### config.mk
export PLATFORM = sky130hd
export DESIGN_NAME = control_unit
export DESIGN_NICKNAME = d
export VERILOG_FILES = /design/src/rtl/control_pkg.sv /design/src/rtl/reg_sel_decoder.sv /design/src/rtl/control_unit.sv
export SDC_FILE = /design/constraint.sdc
export NUM_CORES = 1
export LEC_CHECK = 0
export BUFFER_PORTS_ARGS = -buffer_cell sky130_fd_sc_hd__buf_2
export CAP_MARGIN = 5
export CELL_PAD_IN_SITES_DETAIL_PLACEMENT = 1
export CELL_PAD_IN_SITES_GLOBAL_PLACEMENT = 1
export CORE_UTILIZATION = 32
export DETAILED_ROUTE_END_ITERATION = 16
export GPL_TIMING_DRIVEN = 0
export MAX_ROUTING_LAYER = met4
export PLACE_DENSITY = 0.89
export RECOVER_POWER = 50
export REMOVE_ABC_BUFFERS = 1
export SLEW_MARGIN = 40
export SYNTH_ARGS = -nofsm -noshare
export SYNTH_HDL_FRONTEND = slang
export SYNTH_SLANG_ARGS = --single-unit
### constraint.sdc
create_clock -name clk -period 4.1 [get_ports clk]
set_input_delay 0.205 -clock clk [delete_from_list [all_inputs] [get_ports clk]]
set_output_delay 0.205 -clock clk [all_outputs]
set_load 0.01 [all_outputs]
### src/rtl/control_pkg.sv
// Shared types and constants for the microcontroller sequencer.
// Holds the FSM state enum, instruction class/op codes and memory RW levels.
package control_pkg;

  typedef enum logic [4:0] {
    ST_IDLE,
    ST_F0,
    ST_F1,
    ST_F2,
    ST_DEC,
    ST_A1,
    ST_A2,
    ST_A3,
    ST_A4,
    ST_L1,
    ST_L2,
    ST_L3,
    ST_S1,
    ST_S2,
    ST_S3,
    ST_I1,
    ST_I2,
    ST_OUT,
    ST_MOV,
    ST_HALT,
    ST_FAULT
  } state_t;

  localparam logic CLS_ALU  = 1'b0;
  localparam logic CLS_MISC = 1'b1;

  localparam logic [2:0] OP_LOAD  = 3'b000;
  localparam logic [2:0] OP_STORE = 3'b001;
  localparam logic [2:0] OP_IN    = 3'b010;
  localparam logic [2:0] OP_OUT   = 3'b011;
  localparam logic [2:0] OP_MOV   = 3'b100;
  localparam logic [2:0] OP_HALT  = 3'b111;

  localparam logic MEM_READ  = 1'b1;
  localparam logic MEM_WRITE = 1'b0;

  localparam int NREG   = 4;
  localparam int WCNT_W = 16;

endpackage

### src/rtl/reg_sel_decoder.sv
// 2-to-4 one-hot decoder with enable for general-register strobes.
// Ports: i_en enable, i_sel register index, o_onehot bit n = register n.
module reg_sel_decoder
  import control_pkg::*;
(
  input  logic            i_en,
  input  logic [1:0]      i_sel,
  output logic [NREG-1:0] o_onehot
);

  always_comb begin
    o_onehot = '0;
    if (i_en) o_onehot[i_sel] = 1'b1;
  end

endmodule

### src/rtl/control_unit.sv
// Hardwired fetch-decode-execute sequencer driving all datapath strobes.
// Ports: clk/rst, ir word, MFC handshake in; ALU/G/PC/port/MAR/MDR/mem/IR strobes, halted, fault out.
module control_unit
  import control_pkg::*;
#(
  parameter int unsigned WAIT_MAX = 0
) (
  input  logic        clk,
  input  logic        rst,
  input  logic [15:0] ir,
  input  logic        MFC,
  output logic        ALUin1,
  output logic        ALUin2,
  output logic        ALU_outlach,
  output logic        ALU_outEN,
  output logic [3:0]  G_in,
  output logic [3:0]  G_out,
  output logic        PC_Out,
  output logic        PC_inc,
  output logic        P0_in,
  output logic        P0_out,
  output logic        P1_in,
  output logic        P1_out,
  output logic        MAR_EN,
  output logic        MDR_EN_write,
  output logic        MDR_EN_read,
  output logic        MDR_out,
  output logic        mem_EN,
  output logic        mem_RW,
  output logic        IR_EN,
  output logic        halted,
  output logic        fault
);

  localparam logic [WCNT_W-1:0] LP_WLIM =
    (WAIT_MAX == 0) ? '0 : WCNT_W'(WAIT_MAX - 1);

  state_t            r_state;
  logic [WCNT_W-1:0] r_wait;

  logic       w_cls;
  logic [2:0] w_op;
  logic [1:0] w_rd;
  logic [1:0] w_rs;
  logic       w_timeout;
  logic       w_gi_en;
  logic [1:0] w_gi_sel;
  logic       w_go_en;
  logic [1:0] w_go_sel;

  assign w_cls = ir[15];
  assign w_op  = ir[14:12];
  assign w_rd  = ir[11:10];
  assign w_rs  = ir[9:8];

  // Watchdog expires on the last allowed wait cycle if MFC is still low.
  assign w_timeout = (WAIT_MAX != 0) && (r_wait == LP_WLIM);

  always_ff @(posedge clk or posedge rst) begin
    if (rst) begin
      r_state <= ST_IDLE;
      r_wait  <= '0;
    end else begin
      unique case (r_state)
        ST_IDLE: r_state <= ST_F0;
        ST_F0: begin
          r_state <= ST_F1;
          r_wait  <= '0;
        end
        ST_F1: begin
          if (MFC)            r_state <= ST_F2;
          else if (w_timeout) r_state <= ST_FAULT;
          else                r_wait  <= r_wait + 1'b1;
        end
        ST_F2:  r_state <= ST_DEC;
        ST_DEC: begin
          if (w_cls == CLS_ALU) begin
            r_state <= ST_A1;
          end else begin
            unique case (w_op)
              OP_LOAD:  r_state <= ST_L1;
              OP_STORE: r_state <= ST_S1;
              OP_IN:    r_state <= ST_I1;
              OP_OUT:   r_state <= ST_OUT;
              OP_MOV:   r_state <= ST_MOV;
              OP_HALT:  r_state <= ST_HALT;
              default:  r_state <= ST_F0;
            endcase
          end
        end
        ST_A1: r_state <= ST_A2;
        ST_A2: r_state <= ST_A3;
        ST_A3: r_state <= ST_A4;
        ST_A4: r_state <= ST_F0;
        ST_L1: begin
          r_state <= ST_L2;
          r_wait  <= '0;
        end
        ST_L2: begin
          if (MFC)            r_state <= ST_L3;
          else if (w_timeout) r_state <= ST_FAULT;
          else                r_wait  <= r_wait + 1'b1;
        end
        ST_L3: r_state <= ST_F0;
        ST_S1: r_state <= ST_S2;
        ST_S2: begin
          r_state <= ST_S3;
          r_wait  <= '0;
        end
        ST_S3: begin
          if (MFC)            r_state <= ST_F0;
          else if (w_timeout) r_state <= ST_FAULT;
          else                r_wait  <= r_wait + 1'b1;
        end
        ST_I1:    r_state <= ST_I2;
        ST_I2:    r_state <= ST_F0;
        ST_OUT:   r_state <= ST_F0;
        ST_MOV:   r_state <= ST_F0;
        ST_HALT:  r_state <= ST_HALT;
        ST_FAULT: r_state <= ST_FAULT;
        default:  r_state <= ST_IDLE;
      endcase
    end
  end

  // Moore decode of state; only MDR_EN_read also looks at MFC.
  always_comb begin
    ALUin1       = 1'b0;
    ALUin2       = 1'b0;
    ALU_outlach  = 1'b0;
    ALU_outEN    = 1'b0;
    PC_Out       = 1'b0;
    PC_inc       = 1'b0;
    P0_in        = 1'b0;
    P0_out       = 1'b0;
    P1_in        = 1'b0;
    P1_out       = 1'b0;
    MAR_EN       = 1'b0;
    MDR_EN_write = 1'b0;
    MDR_EN_read  = 1'b0;
    MDR_out      = 1'b0;
    mem_EN       = 1'b0;
    mem_RW       = 1'b0;
    IR_EN        = 1'b0;
    halted       = 1'b0;
    fault        = 1'b0;
    w_gi_en      = 1'b0;
    w_gi_sel     = w_rd;
    w_go_en      = 1'b0;
    w_go_sel     = w_rs;
    unique case (r_state)
      ST_F0: begin
        PC_Out = 1'b1;
        MAR_EN = 1'b1;
      end
      ST_F1, ST_L2: begin
        mem_EN      = 1'b1;
        mem_RW      = MEM_READ;
        MDR_EN_read = MFC;
      end
      ST_F2: begin
        MDR_out = 1'b1;
        IR_EN   = 1'b1;
        PC_inc  = 1'b1;
      end
      ST_A1: begin
        w_go_en  = 1'b1;
        w_go_sel = w_rd;
        ALUin1   = 1'b1;
      end
      ST_A2: begin
        w_go_en = 1'b1;
        ALUin2  = 1'b1;
      end
      ST_A3: ALU_outlach = 1'b1;
      ST_A4: begin
        ALU_outEN = 1'b1;
        w_gi_en   = 1'b1;
      end
      ST_L1, ST_S1: begin
        w_go_en = 1'b1;
        MAR_EN  = 1'b1;
      end
      ST_L3: begin
        MDR_out = 1'b1;
        w_gi_en = 1'b1;
      end
      ST_S2: begin
        w_go_en      = 1'b1;
        w_go_sel     = w_rd;
        MDR_EN_write = 1'b1;
      end
      ST_S3: begin
        mem_EN = 1'b1;
        mem_RW = MEM_WRITE;
      end
      ST_I1: P1_in = 1'b1;
      ST_I2: begin
        P1_out  = 1'b1;
        w_gi_en = 1'b1;
      end
      ST_OUT: begin
        w_go_en = 1'b1;
        P0_in   = 1'b1;
      end
      ST_MOV: begin
        w_go_en = 1'b1;
        w_gi_en = 1'b1;
      end
      ST_HALT:  halted = 1'b1;
      ST_FAULT: fault  = 1'b1;
      default: ;
    endcase
  end

  reg_sel_decoder u_gin (
    .i_en     (w_gi_en),
    .i_sel    (w_gi_sel),
    .o_onehot (G_in)
  );

  reg_sel_decoder u_gout (
    .i_en     (w_go_en),
    .i_sel    (w_go_sel),
    .o_onehot (G_out)
  );

endmodule

=== Yosys cells after proc, flatten, opt, wreduce, memory -nomap -nowiden ===
Index checks and enable logic that the tools add are counted.

* Reduce and logical (&&, ||, !) cells: 13
* Eq/ne operators: 28
* $lt $le $gt $ge: 4
* Mux-type cells: 32

{| class="wikitable"
|+ Operators with widths
! operator !! number
|-
| $pmux 5 s16 || 1
|-
| $eq 5x4->1 const B || 8
|-
| $pmux 5 s6 || 1
|-
| $eq 5x5->1 const B || 5
|-
| $mux 1 || 21
|-
| $eq 5x3->1 const B || 4
|-
| $mux 5 || 4
|-
| $eq 5x2->1 const B || 2
|-
| $mux 4 || 2
|-
| $reduce_or 7->1 || 1
|-
| $eq 3x2->1 const B || 2
|-
| $eq 3x3->1 const B || 2
|-
| $lt 2x3->1 const B || 2
|-
| $ne 2x2->1 const B || 3
|-
| $reduce_or 2->1 || 3
|-
| $reduce_or 3->1 || 2
|-
| $reduce_or 6->1 || 1
|-
| $eq 5x1->1 const B || 1
|-
| $logic_not 5->1 || 1
|-
| $demux 1 s2 || 2
|-
| $ge 2x1->1 const B || 2
|-
| $reduce_or 4->1 || 1
|-
| $eq 3x1->1 const B || 1
|-
| $logic_not 3->1 || 1
|-
| other kinds (3) || 4
|}

* Register bits: 5
* Output and inout port bits: 27
* Logic and storage cells: 78
* Input port bits: 19

=== Depth between registers and ports, before layout ===
Gate-level depths: netlist of run 1.

* Depth after elaboration: 8
* Gate-level depth with buffers: 6
* Gate-level depth less buffers: 4

=== By module ===
Synthesis of run 1 repeated with hierarchy kept, for this count alone.

* Cell total of the unflattened synthesis: 117
* Area, all modules: 853.3 µm²

{| class="wikitable"
|+ Modules (own cells, without submodules)
! module !! cells an instance !! area an instance (µm²) !! instances !! sequential area each (µm²)
|-
| control_unit || 109 || 778.2 || 1 || 125.1
|-
| reg_sel_decoder || 4 || 37.5 || 2 || 0.0
|}

=== Worst setup path before layout of run 1 ===
No wires, ideal clock.

* Path type: register -> output
* Start point: register r_state[2]
* End point: output PC_inc
* Slack: 2391 ps
* Stages on the path, launching flop included: 5
* Arrival: 1504 ps
* Buffers on the path: 3
* Cell sequence: dfrtp_1 -> buf_2 -> clkbuf_1 -> nor4_1 -> buf_4

* Cells in the longest elaborated chain, start to end: 2

{| class="wikitable"
|+ RTL lines
! what !! line !! text
|-
| start, declared || control_unit.sv:38 || <nowiki>state_t r_state;</nowiki>
|-
| start signal, assigned || control_unit.sv:61 || <nowiki>r_state <= ST_IDLE;</nowiki>
|-
| start signal, assigned || control_unit.sv:65 || <nowiki>ST_IDLE: r_state <= ST_F0;</nowiki>
|-
| start signal, assigned || control_unit.sv:67 || <nowiki>r_state <= ST_F1;</nowiki>
|-
| $eq 5x2->1 || n/a ||
|-
| $mux 1 || n/a ||
|-
| end, declared || control_unit.sv:19 || <nowiki>output logic PC_inc,</nowiki>
|}

Every way passes these cells.

=== Final worst setup path of run 1 ===
* Start point: register r_state[0]
* End point: output G_out[0]

* Cells in the longest elaborated chain, start to end: 8
* Elaborated cells between the ends (all ways): 17

{| class="wikitable"
|+ RTL lines
! what !! line !! text
|-
| $eq 5x4->1 or $eq 5x3->1 (tied branches) || control_unit.sv:151 || <nowiki>unique case (r_state)</nowiki>
|-
| $reduce_or 2->1 (no source line) || n/a ||
|-
| $mux 2 || control_unit.sv:151 ||
|-
| $lt 2x3->1 (implied by the code) or $ge 2x1->1 (tied branches) || reg_sel_decoder.sv:13 || <nowiki>if (i_en) o_onehot[i_sel] = 1'b1;</nowiki>
|-
| $logic_and 1x1->1 (implied by the code) || reg_sel_decoder.sv:13 ||
|-
| $mux 1 (implied by the code) || reg_sel_decoder.sv:13 ||
|-
| $demux 1 s2 || n/a ||
|-
| $mux 4 * || reg_sel_decoder.sv:13 ||
|-
| end, declared || control_unit.sv:17 || <nowiki>output logic [3:0] G_out,</nowiki>
|}

Mark *: on every way between the ends. The rest lies on a longest branch, timed or not.

==> impl_metrics.yaml, run 1 <==
global_route:
  track_usage_pct: 25.4
  globalRouteOverflowTotal: 0
  antenna_found_initial: 0
  grt_max_degree: 21
  grt_pass1_wl_um: 5180
  grt_pass1_vias: 1106
clocking:
  path_clk_slew_ns: 0.04
  cts_buffer_depth: 2
  post-cts-setup-buffers: 0
  cts_hold_buf: 1
  cts_tree: "built"
  cts_made_buffers: 3
  cts_root_buf: "clkbuf_4"
  clock_latency_ns: 0.25
  cts_sinks: 5
  post_cts_resized: 0
  h-tree-depth: 1
placement:
  hpwl_um: 2270
  dp_cells: 183
  io_buffers: 36
  routabilityCongestion: 0.842
worst_setup_path:
  r2r_cells: 4
  reg2reg_to: "r_state[1]"
  worst_ep_arrival_time_ns: 2.05
  crit_end: "G_out[0]"
  cp-start-kind: "flop"
  path_class: "flop to output port"
  cp.required_ns: 3.89
  worst_setup_path_end_kind: "output port"
  r2r_setup_slack_ns: 2.13
  timing.rr.start: "r_state[1]"
  setup.worst_path.start: "r_state[0]"
  worstPathMaxFanout: 19
detailed_routing:
  vias_per_cell: 5.73
  vias: 1078
  antenna_left: 0
  wl_per_cell_um: 16.3
  dr.pass1.iters: 4
  drt_iter0_drc: 24
  wl_um: 3070
  drc: 0
timing:
  maxSlewViolCount: 0
  finalCritPeriodShare_pct: 55.1
  fin_skew_ns: 0.00825
  setup_violations: 0
  hold_viol_final: 0
  rsz0062_at_grt: "no"
  clock.fmax_ghz: 0.443
  worst_pin_slew_ns: 0.645
  relSlewSlack_pct: 57.0
  post-route-min-period_ns: 2.26
  tns_ns: 0
layout:
  drive_above_1_share_pct: 23.4
  largest_register_ffs: 5
  fin_nets: 178
  top_register: "r_state"
  instances_no_fill: 188
  diodes: 0
  fin_util_pct: 40.2
  multiInputGateArea_um2: 638
  seq_area_um2: 125
  area_growth_pct: 15.7
  reg_top3: "r_state x5"
  nFillCells: 350
synthesis:
  mappedNetlistArea_um2: 885
  syn_inst: 131
  synth-seq-area-share_pct: 14.1
  ys_warn_count: 0
  synth.avg_cell_area_um2: 6.75
  ys_seq_elements: 5
  synth-edff-count: 0
  async_flop_share_pct: 100
  synth_flop_cell: "dfrtp_1"
  yosysUniqueCellTypes: 41
die:
  initial_core_util_pct: 34.8
  die_area_um2: 2980
  coreArea_um2: 2540
  die_w_um: 54.6
  die_h_um: 54.6
  core.rowCount: 18
  io_pins: 46
job:
  drv_cap: 0
status:
  status: "finished clean"
power:
  power.density_nw_per_um2: 621
  p_leak_nw: 0.415
  vdd_ir_drop_max_mv: 0.313
min_path:
  hold_path.class: "primary input to flop"
==> layout make-up <==
| type | count | area share (%) |
|---|---|---|
| clock buffers | 4 | 2.57 |
| inverters | 4 | 1.47 |
| multi-input cells | 108 | 62.3 |
| flip-flops and latches | 5 | 12.2 |
| well taps | 30 | 3.67 |
| repair buffers | 37 | 17.7 |
==> cell families after synthesis <==
kind of cell	share of synthesized area, %
other	0.424
muxes	1.13
buffers and inverters	11.9
xor gates and xnor gates	2.97
and+or+nand+nor	43.1
DFF	14.1
AOI/OAI and AO/OA	26.3
==> cells in the mapped netlist, types with 3 or more instances <==
cell type | count | share of area, %
nand3b_1 | 7 | 5.9
nor3b_1 | 6 | 5.1
nor3_1 | 7 | 4.0
nand3_1 | 4 | 2.3
nor2_1 | 15 | 6.4
and2_1 | 3 | 2.1
buf_4 | 4 | 3.4
nand2b_1 | 4 | 2.8
nand2_1 | 9 | 3.8
inv_1 | 3 | 1.3
buf_2 | 6 | 3.4
dfrtp_1 | 5 | 14
o21ai_0 | 11 | 6.2
a21oi_1 | 12 | 6.8
==> layer usage <==
layer / track usage [%] / wire (µm)
met5: - / 0
met4: 12.0 / 106
met3: 3.89 / 126
met2: 42.5 / 1630
met1: 29.6 / 1200
==> worst min-delay path by stage <==
| stage | startpoint | to | slack, ns | cells after the start |
|---|---|---|---|---|
| floorplan | rst | r_state[0] | -0.02 | 1 |
| global placement | rst | r_state[2] | 0.1 | 2 |
| detailed placement | rst | r_state[1] | 0.11 | 2 |
| CTS | ir[15] | r_state[3] | 0.27 | 3 |
| global route | ir[15] | r_state[3] | 0.30 | 3 |
| finish | ir[15] | r_state[3] | 0.28 | 3 |
==> where the power goes <==
group,total [W],internal [W],switching (W)
sequential,0.000158,0.0000678,0.0000903
clock,0.0000595,0.0000370,0.0000226
combinational,0.000418,0.000166,0.000252
total,0.000635,0.000271,0.000365
==> layout by cell type, fill, tap and decap left out, types with 2 or more instances in the layout <==
cell	count
buf_2	29
nor2_1	15
a21oi_1	12
o21ai_0	11
nand2_1	9
nor3_1	8
clkbuf_1	8
nand3b_1	7
nor3b_1	6
dfrtp_1	5
nand2b_1	4
nand3_1	4
inv_1	3
and2_1	3
clkbuf_4	3
xnor2_1	2
nor2b_1	2
o211ai_1	2
or3b_1	2
a31oi_1	2
or3_1	2
nand4_1	2
a21o_1	2
==> metrics by stage <==
step                worst slack (ns)  total power [W]  hold WS (ns)  instance area (µm²)
floorplan                       2.36         0.000430       -0.0165                  795
global placement                2.22         0.000554        0.0957                 1010
detailed placement              2.12         0.000586         0.110                 1010
CTS                             1.84         0.000653         0.271                 1050
global route                    1.68         0.000706         0.301                 1020
finish                          1.84         0.000635         0.281                 1020
==> critical path, cell delays in order, from the launching register on <==
cell and delay (ns):
dfrtp_1 0.68, nor2b_1 0.28, nand3_1 0.18, or3_1 0.37, a21oi_1 0.14, buf_2 0.15
Note: power is estimated with default switching activity, not from simulation.
==> run 2: changes to the inputs <==
ABC_AREA = 1   (was default)
CORE_UTILIZATION = 26   (was 32)
PLACE_DENSITY = 0.83   (was 0.89)
clock period = 2.35 ns   (was 4.1 ns; I/O delays follow)
==> impl_metrics.yaml, run 2 <==
layout:
  area_growth_pct: 27.7
  mostFrequentLayoutCells: "nand2_1, inv_1, nor2_1, buf_2, nand3_1"
  largest_register_ffs: 5
  final_common_cell: "nand2_1"
  fin_util_pct: 36.0
  fin_nets: 215
  diodes: 0
  drive_above_1_share_pct: 21.5
  reg_top3: "r_state x5"
  top_register: "r_state"
power:
  vdd_ir_drop_max_mv: 0.307
  p_leak_nw: 0.738
  power.density_nw_per_um2: 945
die:
  core.rowCount: 19
  die_w_um: 57.4
  coreArea_um2: 2830
  die_h_um: 57.4
  io_pins: 46
  initial_core_util_pct: 28.2
  die_area_um2: 3300
clocking:
  cts_tree: "built"
  cts_sinks: 5
  cts_made_buffers: 3
  h-tree-depth: 1
  path_clk_slew_ns: 0.04
  cts_root_buf: "clkbuf_4"
  clock_latency_ns: 0.24
  post_cts_resized: 0
  cts_buffer_depth: 2
detailed_routing:
  vias_per_cell: 4.59
  drc: 3
  dr.pass1.iters: 10
  antenna_left: 0
  wl_per_cell_um: 10.6
  vias: 1037
  wl_um: 2400
  drt_iter0_drc: 33
global_route:
  grt_pass1_wl_um: 4010
  grt_max_degree: 10
  track_usage_pct: 15.7
  globalRouteOverflowTotal: 0
  grt_pass1_vias: 951
  antenna_found_initial: 0
synthesis:
  ys_seq_elements: 5
  synth.avg_cell_area_um2: 5.08
  async_flop_share_pct: 100
  synth_flop_cell: "dfrtp_1"
  ys_warn_count: 0
  yosys-top-cells-area: "nand2_1, dfrtp_1, inv_1"
  syn_inst: 157
  synth_area_leader_cell: "nand2_1"
  synth-edff-count: 0
  synth_top_area_share_pct: 19.7
  yosysUniqueCellTypes: 20
  mappedNetlistArea_um2: 798
  synthTopCellsByCount: "nand2_1, inv_1, nor2_1"
  synth-seq-area-share_pct: 15.7
  yosysMostFrequentCell: "nand2_1"
min_path:
  min_from: "MFC"
  holdPathStages: 3
  hold_path.class: "primary input to flop"
  whs_endpoint: "r_state[0]"
job:
  drv_cap: 0
worst_setup_path:
  reg2reg_to: "r_state[0]"
  worst_ep_arrival_time_ns: 1.78
  crit_family: "simple AND/OR/NAND/NOR gates"
  worstPathMaxFanout: 6
  worst_setup_path_end_kind: "output port"
  crit_buf_inv: 3
  path_cells: "inv_1 -> nor3_4 -> nand2_1 -> nand2_2 -> nand2_1 -> nand2_2 -> inv_2 -> nor2_1 -> buf_2"
  cp-start-kind: "flop"
  path_class: "flop to output port"
  timing.rr.start: "r_state[4]"
  r2r_cells: 9
  cp.required_ns: 2.23
  cp_slowest_cell: "dfrtp_1"
  r2r_setup_slack_ns: 0.87
  crit_path_max_incr_delay_ns: 0.45
timing:
  clock.fmax_ghz: 0.527
  rsz0062_at_grt: "no"
  maxSlewViolCount: 0
  hold_viol_final: 0
  tns_ns: 0
  setup_violations: 0
  post-route-min-period_ns: 1.90
  finalCritPeriodShare_pct: 80.7
  fin_skew_ns: 0.00144
  whs_ns: 0.163
status:
  failed_checks: "design-rule violations"
  status: "finished, violations left"
placement:
  io_buffers: 36
  hpwl_um: 1990
  routabilityCongestion: 0.813
==> run 2: changes by cell type after synthesis, moves of 7 or more <==
cell | before | now
nor2_1 | 15 | 31
nand3_1 | 4 | 17
a21oi_1 | 12 | 2
o21ai_0 | 11 | 4
nand2_1 | 9 | 42
inv_1 | 3 | 33
==> run 2: tightest hold or removal path, delay by kind of cell <==
| kind | cells | cell delay, ns |
|---|---|---|
| AND/OR/NAND/NOR | 2 | 0.15 |
| buffers and inverters | 1 | 0.09 |
==> run 2: cell families after synthesis <==
family,after synthesis,share of synthesized area [%]
flip-flops,5,15.7
buffers and inverters,39,19.4
AND/OR/NAND/NOR,105,59.7
AO/OA/AOI/OAI,7,4.70
other,1,0.470
==> run 2: final cells by class <==
type	count	area [µm²]
clock buffers	4	26.3
fillers	439	1810
inverters	36	135
multi-input cells	113	510
flip-flops and latches	5	125
well taps	31	38.8
repair buffers	37	184
==> run 2: worst max-delay path by stage <==
stage,from,to,slack (ns),depth (start not counted)
CTS,r_state[3],G_out[2],0.52,6
global placement,r_state[4],G_out[3],0.79,8
global route,r_state[2],G_out[1],0.27,9
detailed placement,r_state[3],G_out[2],0.77,6
floorplan,r_state[3],G_out[1],1.03,7
finish,r_state[2],G_out[3],0.45,9
==> run 2: per-layer routing <==
metal | routed length (µm) | track usage, % | part of all wire, %
met4 | 19 | 3.14 | 0.79
met3 | 125 | 2.27 | 5.2
met2 | 1100 | 27.9 | 46
met5 | 0 | - | 0
met1 | 1160 | 18.7 | 48
==> run 2: repair_timing <==
item / CTS / global route
hold buffers: 1 / 0
hold endpoints to repair: 5 / 0
buffers inserted: 0 / 0
==> run 2: per-stage QoR <==
| stage | total power (W) | cells | setup WS, ns | instance area (µm²) |
|---|---|---|---|---|
| after floorplan | 0.000657 | 154 | 1.03 | 778 |
| after global placement | 0.000869 | 221 | 0.792 | 997 |
| after detailed placement | 0.000883 | 221 | 0.774 | 997 |
| after CTS | 0.000988 | 226 | 0.515 | 1030 |
| after global routing | 0.00107 | 226 | 0.270 | 1020 |
| final | 0.000963 | 226 | 0.453 | 1020 |
==> run 2: where the power goes <==
part	leakage (nW)	internal, W	switching [W]
Sequential	0.0637	0.000121	0.0000581
Clock	0.0150	0.0000642	0.0000355
Combinational	0.659	0.000223	0.000461
==> run 3: changes to the inputs <==
clock period = 1.9 ns   (was 2.35 ns; I/O delays follow)
==> impl_metrics.yaml, run 3 (same netlist as run 2, synthesis figures left out) <==
clocking:
  path_clk_slew_ns: 0.04
  cts_root_buf: "clkbuf_4"
  clock_latency_ns: 0.24
  h-tree-depth: 1
  cts_made_buffers: 3
  cts_tree: "built"
  cts_buffer_depth: 2
  cts_sinks: 5
timing:
  maxSlewViolCount: 0
  post-route-min-period_ns: 1.73
  hold_viol_final: 0
  setup_violations: 0
  clock.fmax_ghz: 0.579
  fin_skew_ns: 0.00127
  rsz0062_at_grt: "no"
  whs_ns: 0.169
  finalCritPeriodShare_pct: 90.9
  tns_ns: 0
global_route:
  grt_pass1_wl_um: 4010
  grt_pass1_vias: 951
  track_usage_pct: 15.7
  grt_max_degree: 10
  globalRouteOverflowTotal: 0
  antenna_found_initial: 0
die:
  die_w_um: 57.4
  initial_core_util_pct: 28.2
  core.rowCount: 19
  die_h_um: 57.4
  io_pins: 46
  coreArea_um2: 2830
  die_area_um2: 3300
detailed_routing:
  antenna_left: 0
  vias_per_cell: 4.55
  drt_iter0_drc: 39
  dr.pass1.iters: 10
  vias: 1028
  wl_per_cell_um: 10.6
  drc: 3
  wl_um: 2390
layout:
  reg_top3: "r_state x5"
  fin_util_pct: 36.5
  fin_nets: 215
  nFillCells: 435
  instances_no_fill: 226
  top_register: "r_state"
  multiInputGateArea_um2: 515
  seq_area_um2: 129
  final_common_cell: "nand2_1"
  mostFrequentLayoutCells: "nand2_1, inv_1, buf_2"
  postLayoutCellArea_um2: 1030
  drive_above_1_share_pct: 25.6
  area_growth_pct: 29.5
  largest_register_ffs: 5
  diodes: 0
worst_setup_path:
  setup.worst_path.start: "r_state[3]"
  cp-start-kind: "flop"
  cp.required_ns: 1.80
  worst_ep_arrival_time_ns: 1.63
  worstPathMaxFanout: 8
  worst_setup_path_end_kind: "output port"
  timing.rr.start: "r_state[1]"
  path_class: "flop to output port"
placement:
  dpl_cell_area_um2: 997
  dp_cells: 221
  io_buffers: 36
  routabilityCongestion: 0.813
  hpwl_um: 1990
power:
  p_leak_nw: 0.741
  power.density_nw_per_um2: 1170
  vdd_ir_drop_max_mv: 0.377
job:
  drv_cap: 0
status:
  status: "finished, violations left"
  failed_checks: "design-rule violations"
min_path:
  min_from: "MFC"
  hold_path.class: "primary input to flop"
[run 3: cell count changes in the layout (fill, tap and decap cells not counted), sizes merged]
cell / delta
buf: +2
clkbuf: -2
[run 3: path summary, 6_finish.rpt]
path                               to  slack [ns]  depth (start not counted)
setup / recovery             G_out[3]        0.17                          8
hold / removal             r_state[0]        0.17                          3
setup reg to reg           r_state[3]        0.32                          7
hold reg to reg            r_state[2]        0.62                          2
max in group asynchronous  r_state[3]        1.43                          3
min in group asynchronous  r_state[0]        0.29                          3
[run 3: repair_timing]
action                                  4_1_cts  5_1_grt
endpoints found under the setup margin        0        8
buffers inserted                              0        0
hold buffers                                  1        0
gates resized for setup                       0        6
endpoints found under the hold margin         5        0
[run 3: final cells by class]
cell class              count  area share [%]
inverters                  36            13.3
repair buffers             37            18.0
clock buffers               4            2.54
flip-flops and latches      5            12.5
well taps                  31            3.75
multi-input cells         113            49.9
[run 3: power breakdown]
part	internal, W	switching, W
Clock	0.0000794	0.0000441
Combinational	0.000283	0.000575
Sequential	0.000154	0.0000753
[run 3: critical path, stage by stage, from the launching register on]
cell,delay [ns]
dfrtp_2,0.46
nor3_4,0.29
nand2_2,0.13
nand2_2,0.09
nand2_1,0.06
nand2_2,0.08
inv_2,0.04
nor2_1,0.09
buf_2,0.13
[run 3: layer usage]
metal	GRT usage [%]	part of all wire, %	vias up
met2	27.9	46	33
met3	2.27	5.6	2
met1	18.7	47	443
met5	-	0	-
li1	-	-	550
met4	3.14	0.59	0
[run 3: stage by stage]
stage	total power [W]	setup slack, ns
after floorplan	0.000813	0.601
after global placement	0.00107	0.365
after detailed placement	0.00109	0.347
after CTS	0.00122	0.0877
after global routing	0.00135	0.0230
final	0.00121	0.173
